==> src/rtl/psram_qpi_master_if.sv <==
// Request/response bus between a bus-side client and the PSRAM QPI master.
// The client drives requests through the master modport.
// The QPI master consumes them through the slave modport.
interface psram_qpi_master_if;
    logic        req_valid;
    logic        req_ready;
    logic        req_we;
    logic [23:0] req_addr;
    logic [1:0]  req_size;
    logic [31:0] req_wdata;
    logic        rsp_valid;
    logic [31:0] rsp_rdata;

    modport master (
        output req_valid, req_we, req_addr, req_size, req_wdata,
        input  req_ready, rsp_valid, rsp_rdata
    );

    modport slave (
        input  req_valid, req_we, req_addr, req_size, req_wdata,
        output req_ready, rsp_valid, rsp_rdata
    );
endinterface

==> src/rtl/psram_qpi_master.sv <==
// QPI master for the on-board PSRAM.
// Each accepted request becomes one chip-select frame made of these phases:
//   1. command, sent serially on lane 0
//   2. 24-bit address, sent in nibbles
//   3. for reads, dummy cycles followed by 8 read nibbles
//   4. for writes, 2 nibbles per byte
// sck runs at clock/2. Outputs change on sck falling edges and read data is sampled on rising edges.
module psram_qpi_master #(
    parameter logic [7:0] CMD_READ  = 8'hEB,
    parameter logic [7:0] CMD_WRITE = 8'h38,
    parameter int         WAIT_SCK  = 6
) (
    input  logic                     clock,
    input  logic                     rst_n,
    psram_qpi_master_if.slave        bus,
    output logic                     psram_sck,
    output logic                     psram_ce_n,
    output logic [3:0]               psram_dout,
    output logic [3:0]               psram_doe,
    input  logic [3:0]               psram_din
);

    typedef enum logic [2:0] {
        S_IDLE, S_CMD, S_ADDR, S_WAIT, S_READ, S_WDATA, S_DONE
    } state_t;

    state_t      r_state, w_stateNext;
    logic [3:0]  r_cnt, w_cntNext, w_phaseLen;
    logic        r_sck, r_ceN, r_rspValid, r_we;
    logic [3:0]  r_dout, r_doe, w_doutNext, w_doeNext;
    logic [23:0] r_addr;
    logic [31:0] r_wdata, r_rdBuf, r_rspRdata;
    logic [3:0]  r_wrLen;
    logic        w_accept, w_inFrame, w_fall, w_lastFall;
    logic [7:0]  w_cmd;
    logic [2:0]  w_rdNib;

    assign w_accept   = (r_state == S_IDLE) && bus.req_valid;
    assign w_inFrame  = (r_state == S_CMD) || (r_state == S_ADDR) || (r_state == S_WAIT) ||
                        (r_state == S_READ) || (r_state == S_WDATA);
    assign w_fall     = w_inFrame && r_sck;
    assign w_lastFall = w_fall && (r_cnt == w_phaseLen - 4'd1);
    // The command opcode is sent before r_we is loaded, so it is taken from the live request while idle.
    assign w_cmd      = (r_state == S_IDLE) ? (bus.req_we ? CMD_WRITE : CMD_READ)
                                            : (r_we ? CMD_WRITE : CMD_READ);
    // Read nibbles arrive on READ rising edges 2..9, so counts 1..8 map to nibbles 0..7.
    assign w_rdNib    = r_cnt[2:0] - 3'd1;

    assign bus.req_ready = (r_state == S_IDLE);
    assign bus.rsp_valid = r_rspValid;
    assign bus.rsp_rdata = r_rspRdata;
    assign psram_sck     = r_sck;
    assign psram_ce_n    = r_ceN;
    assign psram_dout    = r_dout;
    assign psram_doe     = r_doe;

    // State register and sck-cycle counter within the current phase
    always_ff @(posedge clock or negedge rst_n) begin
        if (!rst_n) begin
            r_state <= S_IDLE;
            r_cnt   <= 4'd0;
        end else begin
            r_state <= w_stateNext;
            r_cnt   <= w_cntNext;
        end
    end

    // Phase length in sck cycles, next state and next phase count
    always_comb begin
        w_phaseLen  = 4'd1;
        w_stateNext = r_state;
        case (r_state)
            S_CMD:   w_phaseLen = 4'd8;
            S_ADDR:  w_phaseLen = 4'd6;
            S_WAIT:  w_phaseLen = 4'(WAIT_SCK);
            S_READ:  w_phaseLen = 4'd9;
            S_WDATA: w_phaseLen = r_wrLen;
            default: w_phaseLen = 4'd1;
        endcase
        case (r_state)
            S_IDLE:  if (bus.req_valid) w_stateNext = S_CMD;
            S_CMD:   if (w_lastFall) w_stateNext = S_ADDR;
            S_ADDR:  if (w_lastFall) w_stateNext = r_we ? S_WDATA : S_WAIT;
            S_WAIT:  if (w_lastFall) w_stateNext = S_READ;
            S_READ:  if (w_lastFall) w_stateNext = S_DONE;
            S_WDATA: if (w_lastFall) w_stateNext = S_DONE;
            S_DONE:  w_stateNext = S_IDLE;
            default: w_stateNext = S_IDLE;
        endcase
        if (w_stateNext != r_state) begin
            w_cntNext = 4'd0;
        end else if (w_fall) begin
            w_cntNext = r_cnt + 4'd1;
        end else begin
            w_cntNext = r_cnt;
        end
    end

    // Pin values for the sck cycle that begins at this edge
    always_comb begin
        w_doutNext = 4'h0;
        w_doeNext  = 4'h0;
        case (w_stateNext)
            S_CMD: begin
                w_doutNext = {3'b000, w_cmd[3'd7 - w_cntNext[2:0]]};
                w_doeNext  = 4'hF;
            end
            S_ADDR: begin
                w_doutNext = r_addr[{3'd5 - w_cntNext[2:0], 2'b00} +: 4];
                w_doeNext  = 4'hF;
            end
            S_WDATA: begin
                w_doutNext = r_wdata[{w_cntNext[2:1], ~w_cntNext[0], 2'b00} +: 4];
                w_doeNext  = 4'hF;
            end
            default: begin
                w_doutNext = 4'h0;
                w_doeNext  = 4'h0;
            end
        endcase
    end

    // sck generation, pin updates on falling edges, request capture and read assembly
    always_ff @(posedge clock or negedge rst_n) begin
        if (!rst_n) begin
            r_sck      <= 1'b0;
            r_ceN      <= 1'b1;
            r_dout     <= 4'h0;
            r_doe      <= 4'h0;
            r_rspValid <= 1'b0;
            r_rspRdata <= 32'h0;
            r_rdBuf    <= 32'h0;
            r_we       <= 1'b0;
            r_addr     <= 24'h0;
            r_wdata    <= 32'h0;
            r_wrLen    <= 4'd0;
        end else begin
            r_ceN      <= (w_stateNext == S_IDLE) || (w_stateNext == S_DONE);
            r_rspValid <= (r_state == S_DONE);
            if (w_inFrame) begin
                r_sck <= ~r_sck;
            end
            if (w_accept || w_fall) begin
                r_dout <= w_doutNext;
                r_doe  <= w_doeNext;
            end
            if (w_accept) begin
                r_we    <= bus.req_we;
                r_addr  <= bus.req_addr;
                r_wdata <= bus.req_wdata;
                case (bus.req_size)
                    2'd0:    r_wrLen <= 4'd2;
                    2'd1:    r_wrLen <= 4'd4;
                    default: r_wrLen <= 4'd8;
                endcase
            end
            if ((r_state == S_READ) && !r_sck && (r_cnt != 4'd0)) begin
                r_rdBuf[{w_rdNib[2:1], ~w_rdNib[0], 2'b00} +: 4] <= psram_din;
            end
            if ((r_state == S_DONE) && !r_we) begin
                r_rspRdata <= r_rdBuf;
            end
        end
    end

endmodule

==> src/flat_wrapper.sv <==
// flat-port wrapper written by rule: the top's interface ports become plain ports
module psram_qpi_master_flat 
#(
    parameter logic [7:0] CMD_READ  = 8'hEB,
    parameter logic [7:0] CMD_WRITE = 8'h38,
    parameter int         WAIT_SCK  = 6
)
  (clock, rst_n, psram_sck, psram_ce_n, psram_dout, psram_doe, psram_din, bus_req_valid, bus_req_we, bus_req_addr, bus_req_size, bus_req_wdata, bus_req_ready, bus_rsp_valid, bus_rsp_rdata);
  psram_qpi_master_if bus_i ();
  input  logic clock;
  input  logic rst_n;
  output logic psram_sck;
  output logic psram_ce_n;
  output logic [3:0] psram_dout;
  output logic [3:0] psram_doe;
  input  logic [3:0] psram_din;
  input wire logic [$bits(bus_i.req_valid)-1:0] bus_req_valid;
  input wire logic [$bits(bus_i.req_we)-1:0] bus_req_we;
  input wire logic [$bits(bus_i.req_addr)-1:0] bus_req_addr;
  input wire logic [$bits(bus_i.req_size)-1:0] bus_req_size;
  input wire logic [$bits(bus_i.req_wdata)-1:0] bus_req_wdata;
  output wire logic [$bits(bus_i.req_ready)-1:0] bus_req_ready;
  output wire logic [$bits(bus_i.rsp_valid)-1:0] bus_rsp_valid;
  output wire logic [$bits(bus_i.rsp_rdata)-1:0] bus_rsp_rdata;
  assign bus_i.req_valid = bus_req_valid;
  assign bus_i.req_we = bus_req_we;
  assign bus_i.req_addr = bus_req_addr;
  assign bus_i.req_size = bus_req_size;
  assign bus_i.req_wdata = bus_req_wdata;
  assign bus_req_ready = bus_i.req_ready;
  assign bus_rsp_valid = bus_i.rsp_valid;
  assign bus_rsp_rdata = bus_i.rsp_rdata;
  psram_qpi_master #(.CMD_READ(CMD_READ), .CMD_WRITE(CMD_WRITE), .WAIT_SCK(WAIT_SCK)) u_core (.clock(clock), .rst_n(rst_n), .bus(bus_i), .psram_sck(psram_sck), .psram_ce_n(psram_ce_n), .psram_dout(psram_dout), .psram_doe(psram_doe), .psram_din(psram_din));
endmodule
==> config.mk <==
export PLATFORM = sky130hd
export DESIGN_NAME = psram_qpi_master_flat
export DESIGN_NICKNAME = d
export VERILOG_FILES = /design/src/rtl/psram_qpi_master_if.sv /design/src/rtl/psram_qpi_master.sv /design/src/flat_wrapper.sv
export SDC_FILE = /design/constraint.sdc
export NUM_CORES = 1
export LEC_CHECK = 0
export CAP_MARGIN = 20
export CORE_MARGIN = 3
export CORE_UTILIZATION = 58
export DETAILED_ROUTE_END_ITERATION = 16
export PLACE_DENSITY = 0.88
export SYNTH_ARGS = -nofsm -noshare
export SYNTH_HDL_FRONTEND = slang
export SYNTH_SLANG_ARGS = --single-unit
==> constraint.sdc <==
create_clock -name clock -period 4.7 [get_ports clock]
set_input_delay 1.41 -clock clock [delete_from_list [all_inputs] [get_ports clock]]
set_output_delay 1.41 -clock clock [all_outputs]
set_load 0.02 [all_outputs]
---- Word level (Yosys, flattened, before mapping) ----
Cells that the tools add are included.
W data, S select, Z words.
word-level totals
  input port bits ......................... 66
  register bits after elaboration ......... 143
operators by class
  reduce and logical (&&, ||, !) cells .... 22
  add/sub/neg operators ................... 6
  equality and inequality tests ........... 13
  $lt $le $gt $ge ......................... 1
  bitwise logic cells ..................... 3
  mux-type cells .......................... 19
  shifts and indexed selects .............. 4
operators by type and width
  kind                      count
  $bwmux W32                1
  $shift A4 B7 Y32 const A  1
  $shiftx A32 B6 Y4         1
  $shiftx A4 B7 Y32         1
  $mux W8                   3
  $shiftx A24 B6 Y4         1
  $mux W3                   6
  $pmux W4 S4               1
  $eq A3 B3 Y1 const B      5
  $pmux W3 S5               1
  $mux W4                   3
  $pmux W4 S3               1
  $eq A3 B2 Y1 const B      3
  $pmux W4 S2               1
  $neg A5 Y7                1
  $eq A3 B1 Y1 const B      2
  $logic_and A1 B1 Y1       6
  $logic_not A3 Y1          2
  $logic_or A1 B1 Y1        6
  $sub A3 B3 Y3 const A     2
  $add A4 B1 Y4 const B     1
  $eq A4 B4 Y1              1
  $lt A3 B4 Y1 const B      1
  $reduce_bool A4 Y1        1
  12 further kinds          16

---- Depth between registers and ports, before layout ----
  depth in word-level cells ............... 15
  depth in mapped cells ................... 14
  gate-level depth less buffers ........... 12

---- Least setup slack after synthesis ----
No wires, ideal clock.
  path kind ............................... reg2reg
  start ................................... register u_core.r_state[1]
  end ..................................... register u_core.r_dout[0], in the netlist u_core.psram_dout[0]
  slack ................................... 1.659 ns
  setup time .............................. 0.124 ns
  clock period less this slack ............ 3.041 ns
  cell stages (with the launch flop) ...... 13
  data arrival time ....................... 2.917 ns
  cells stage by stage .................... dfrtp_1 buf_2 clkbuf_1 nand2_1 o21a_1 ha_1 xor2_1 and3_1 or4_4 o21ai_1 a221oi_1 o2111a_1 a211o_1
between the ends
  cells in the longest elaborated chain, start to end .. 15
  elaborated cells on any way between the ends .. 40
  classes of those cells .................. 3 x add/sub; 10 x eq/ne; 2 x shift; 13 x mux; 1 x bitwise; 11 x reduce/logical
RTL lines
  item                                                                    line                     text
  start, declared                                                         psram_qpi_master.sv:27   state_t r_state, w_stateNext;
  start signal, assigned                                                  psram_qpi_master.sv:63   r_state <= w_stateNext;
  parallel branches: the longest is 15 deep, another holds $sub A4 B1 Y4  -
  end signal, assigned                                                    psram_qpi_master.sv:144  r_dout <= w_doutNext;
  end, declared                                                           psram_qpi_master.sv:30   logic [3:0] r_dout, r_doe, w_doutNext, w_doeNext;
Several ways; the timed one is not identified. The select of a mux whose other input is x is not followed.
A chain may end at the register's enable or synchronous reset.

---- Worst setup path in the final report ----
  start ................................... register u_core.r_state[1]
  end ..................................... output bus_req_ready
between the ends
  cells in the longest elaborated chain, start to end .. 1
RTL lines
  item              line                    text
  $logic_not A3 Y1  psram_qpi_master.sv:49  assign bus.req_ready = (r_state == S_IDLE);
  end, declared     flat_wrapper.sv:22      output wire logic [$bits(bus_i.req_ready)-1:0] bus_req_ready;
Every way passes these cells.

==> flow_summary.ini <==
[outcome]
status = complete, no violations

[global_routing]
grt_max_degree = 71
grt_antenna_before_repair = 0
grt_pass1_vias = 5093
grt_pass1_wl_um = 25300
grt-ovfl-total = 0
track_usage_pct = 25.2

[clocking]
cts.path.max_buffers = 2
cts_hold_buf = 0
clkTransAtPathRegs_ns = 0.05
cts_root_buf = clkbuf_16
cts_tree = yes
postCtsSetupBuffers = 0
numClockSinks = 139
cts_resized = 0
insertion_delay_ns = 0.42
cts_buffers = 17
cts-htree-levels = 4

[die]
rows = 38
num_io_pins = 110
die_area_um2 = 12700
die_h_um = 113
die_x_um = 113
start_util_pct = 60.0
core_area_um2 = 11000

[place]
port_buffers = 109
place_hpwl_um = 11100
place_inst = 784
gp_congestion = 0.940

[timing]
skew_ns = 0.00824
finalCriticalPeriod_ns = 3.88
rsz0062_at_grt = no
finalHoldViolCount = 0
max_freq_mhz = 258
tightestPinTransition_ns = 0.987
fin_crit_sh_pct = 82.6
setup_viol = 0
tns_ns = 0
maxSlewHeadroom_pct = 33.8
drv_slew = 0

[routing]
via_per_inst = 5.97
drt-initial-drc-count = 419
route.detailed.drc = 0
vias = 4872
finalWirelength_um = 15400
wl_per_cell_um = 18.8
first_pass_iters = 5
detail-route-antenna-nets = 0

[layout]
final_cells = 816
layout_commonest_cell = dfrtp_1
finalNetCount = 735
final_core_util_pct = 75.5
antennaDiodeCount = 0
fillCellCount = 696
final_cell_mix = 138 x dfrtp_1, 108 x clkdlybuf4s50_1, 97 x mux2_2
area_growth_pct = 25.8
drive_above_1_share_pct = 22.6

[power_and_ir_drop]
p_total_mw = 2.53
power.leakage_nw = 3.95
vdd.ir_drop.worst_mv = 0.214
p_per_area_nw_per_um2 = 305

[setup_path]
startpoint = u_core.r_state[1]$_DFF_PN0_
cp_max_fo = 20
cp-start-kind = flip-flop
end_kind = output pin
crit_arrival_ns = 2.47
path_class = flip-flop to output pin
critPathRequiredTime_ns = 3.29
r2r_start = u_core.r_state[1]$_DFF_PN0_

[synth]
synth.yosys.seq_area_share_pct = 52.8
yosysWarningCount = 0
ys_ff_latch = 139
netlist.area_leader.share_pct = 52.4
synthArstFlopShare_pct = 100
syn_avg_cell_area_um2 = 11.7
syn_nets = 634
synth_cell_type_count = 68
syn_inst = 562
synthTopCellsByArea = dfrtp_1 52%, mux2_2 17%, nand2_1 4.4%, o21ai_0 2.2%, mux2i_1 1.5%
synth_edf_count = 0
ys.flop_type = dfrtp_1
synth_area_um2 = 6590
yosysTopAreaCell = dfrtp_1

[flow_run]
cap_violations = 0

[hold_path]
min-delay-start = u_core.r_rdBuf[29]$_DFFE_PN0P_
hp-class = flip-flop to flip-flop
-- cells by family (layout without fill, tap and decap cells) --
| logic type | Yosys count | after routing | synth area share (%) |
|---|---|---|---|
| XOR/XNOR | 6 | 6 | 1.23 |
| AND/OR/NAND/NOR | 152 | 152 | 11.1 |
| flip-flops | 139 | 139 | 52.8 |
| AO/OA/AOI/OAI | 108 | 108 | 11.5 |
| buffers and inverters | 41 | 155 | 3.13 |
| adder cells (fa/ha/maj) | 6 | 6 | 1.14 |
| multiplexers | 110 | 110 | 19.1 |
-- metal layers --
layer / global-route usage [%] / vias up / part of all wire (%)
met4: 10.9 / 0 / 3.1
li1: - / 2237 / -
met5: 0 / - / 0
met2: 41.5 / 220 / 49
met1: 31.5 / 2363 / 42
met3: 6.42 / 52 / 6.3
-- cell type report --
cell class,count,area [µm²],share of cell area [%]
Clock buffer,20,467,5.63
Clock inverter,12,87.6,1.06
Inverter,10,42.5,0.513
Multi-Input combinational cell,382,2910,35.1
Sequential cell,139,3480,42.0
Tap cell,140,175,2.11
Timing Repair Buffer,113,1130,13.6
-- where the power goes --
| group | switching [mW] | internal [mW] | total (mW) |
|---|---|---|---|
| logic | 0.0421 | 0.0532 | 0.0953 |
| clock network | 0.508 | 0.718 | 1.23 |
| registers | 0.00404 | 1.20 | 1.21 |
-- worst paths after layout --
| kind | to | slack, ns | cells past startpoint |
|---|---|---|---|
| max reg2reg | u_core.psram_dout[1]$_DFFE_PN0P_ | 1.25 | 8 |
| min reg2reg | u_core.r_rdBuf[29]$_DFFE_PN0P_ | 0.48 | 2 |
| max in group asynchronous | u_core.r_wdata[8]$_DFFE_PN0P_ | 2.74 | 2 |
| min | u_core.r_rdBuf[29]$_DFFE_PN0P_ | 0.48 | 2 |
| min in group asynchronous | u_core.r_state[2]$_DFF_PN0_ | 1.11 | 1 |
| max | bus_req_ready | 0.82 | 3 |
-- critical path, cell delays in order (launching register included) --
cell             delay (ns)
dfrtp_1                0.62
or3_1                  0.65
clkinv_4               0.17
clkdlybuf4s50_1        0.62
-- stage by stage --
| stage | hold WS (ns) | area [µm²] | setup slack (ns) |
|---|---|---|---|
| 4_1_cts | 0.481 | 8290 | 0.819 |
| 5_1_grt | 0.509 | 8290 | 0.685 |
| 3_3_place_gp | 0.457 | 7730 | 1.12 |
| 6_report | 0.476 | 8290 | 0.818 |
| 3_5_place_dp | 0.469 | 7730 | 1.02 |
| 2_1_floorplan | 0.443 | 6590 | 1.66 |
-- synth_stat cells, types with 3 or more instances --
| library cell | instances |
|---|---|
| dfrtp_1 | 138 |
| mux2_2 | 97 |
| nand2_1 | 77 |
| o21ai_0 | 29 |
| nor2_1 | 17 |
| o31ai_1 | 13 |
| a21oi_1 | 10 |
| mux2i_1 | 10 |
| nand3_1 | 10 |
| and3_1 | 9 |
| clkbuf_1 | 9 |
| inv_1 | 9 |
| buf_2 | 8 |
| nor3_1 | 8 |
| buf_1 | 7 |
| a211oi_1 | 6 |
| and2_1 | 6 |
| ha_1 | 6 |
| o21ai_1 | 6 |
| nand2b_1 | 5 |
| a211o_1 | 4 |
| buf_4 | 4 |
| nand4_1 | 4 |
| a21o_1 | 3 |
| buf_6 | 3 |
| mux4_2 | 3 |
| nor4_1 | 3 |
| o21a_1 | 3 |
| o32ai_1 | 3 |
| or3_1 | 3 |
-- flip-flops by register name, summed over array words and instances, names as in the netlist, 3 cells and up --
register,flops
u_core.bus.rsp_rdata,32
u_core.r_rdBuf,32
u_core.r_wdata,32
u_core.r_addr,24
u_core.psram_dout,4
u_core.r_cnt,4
u_core.r_state,3
u_core.r_wrLen,3
(Power assumes the default switching activity.)
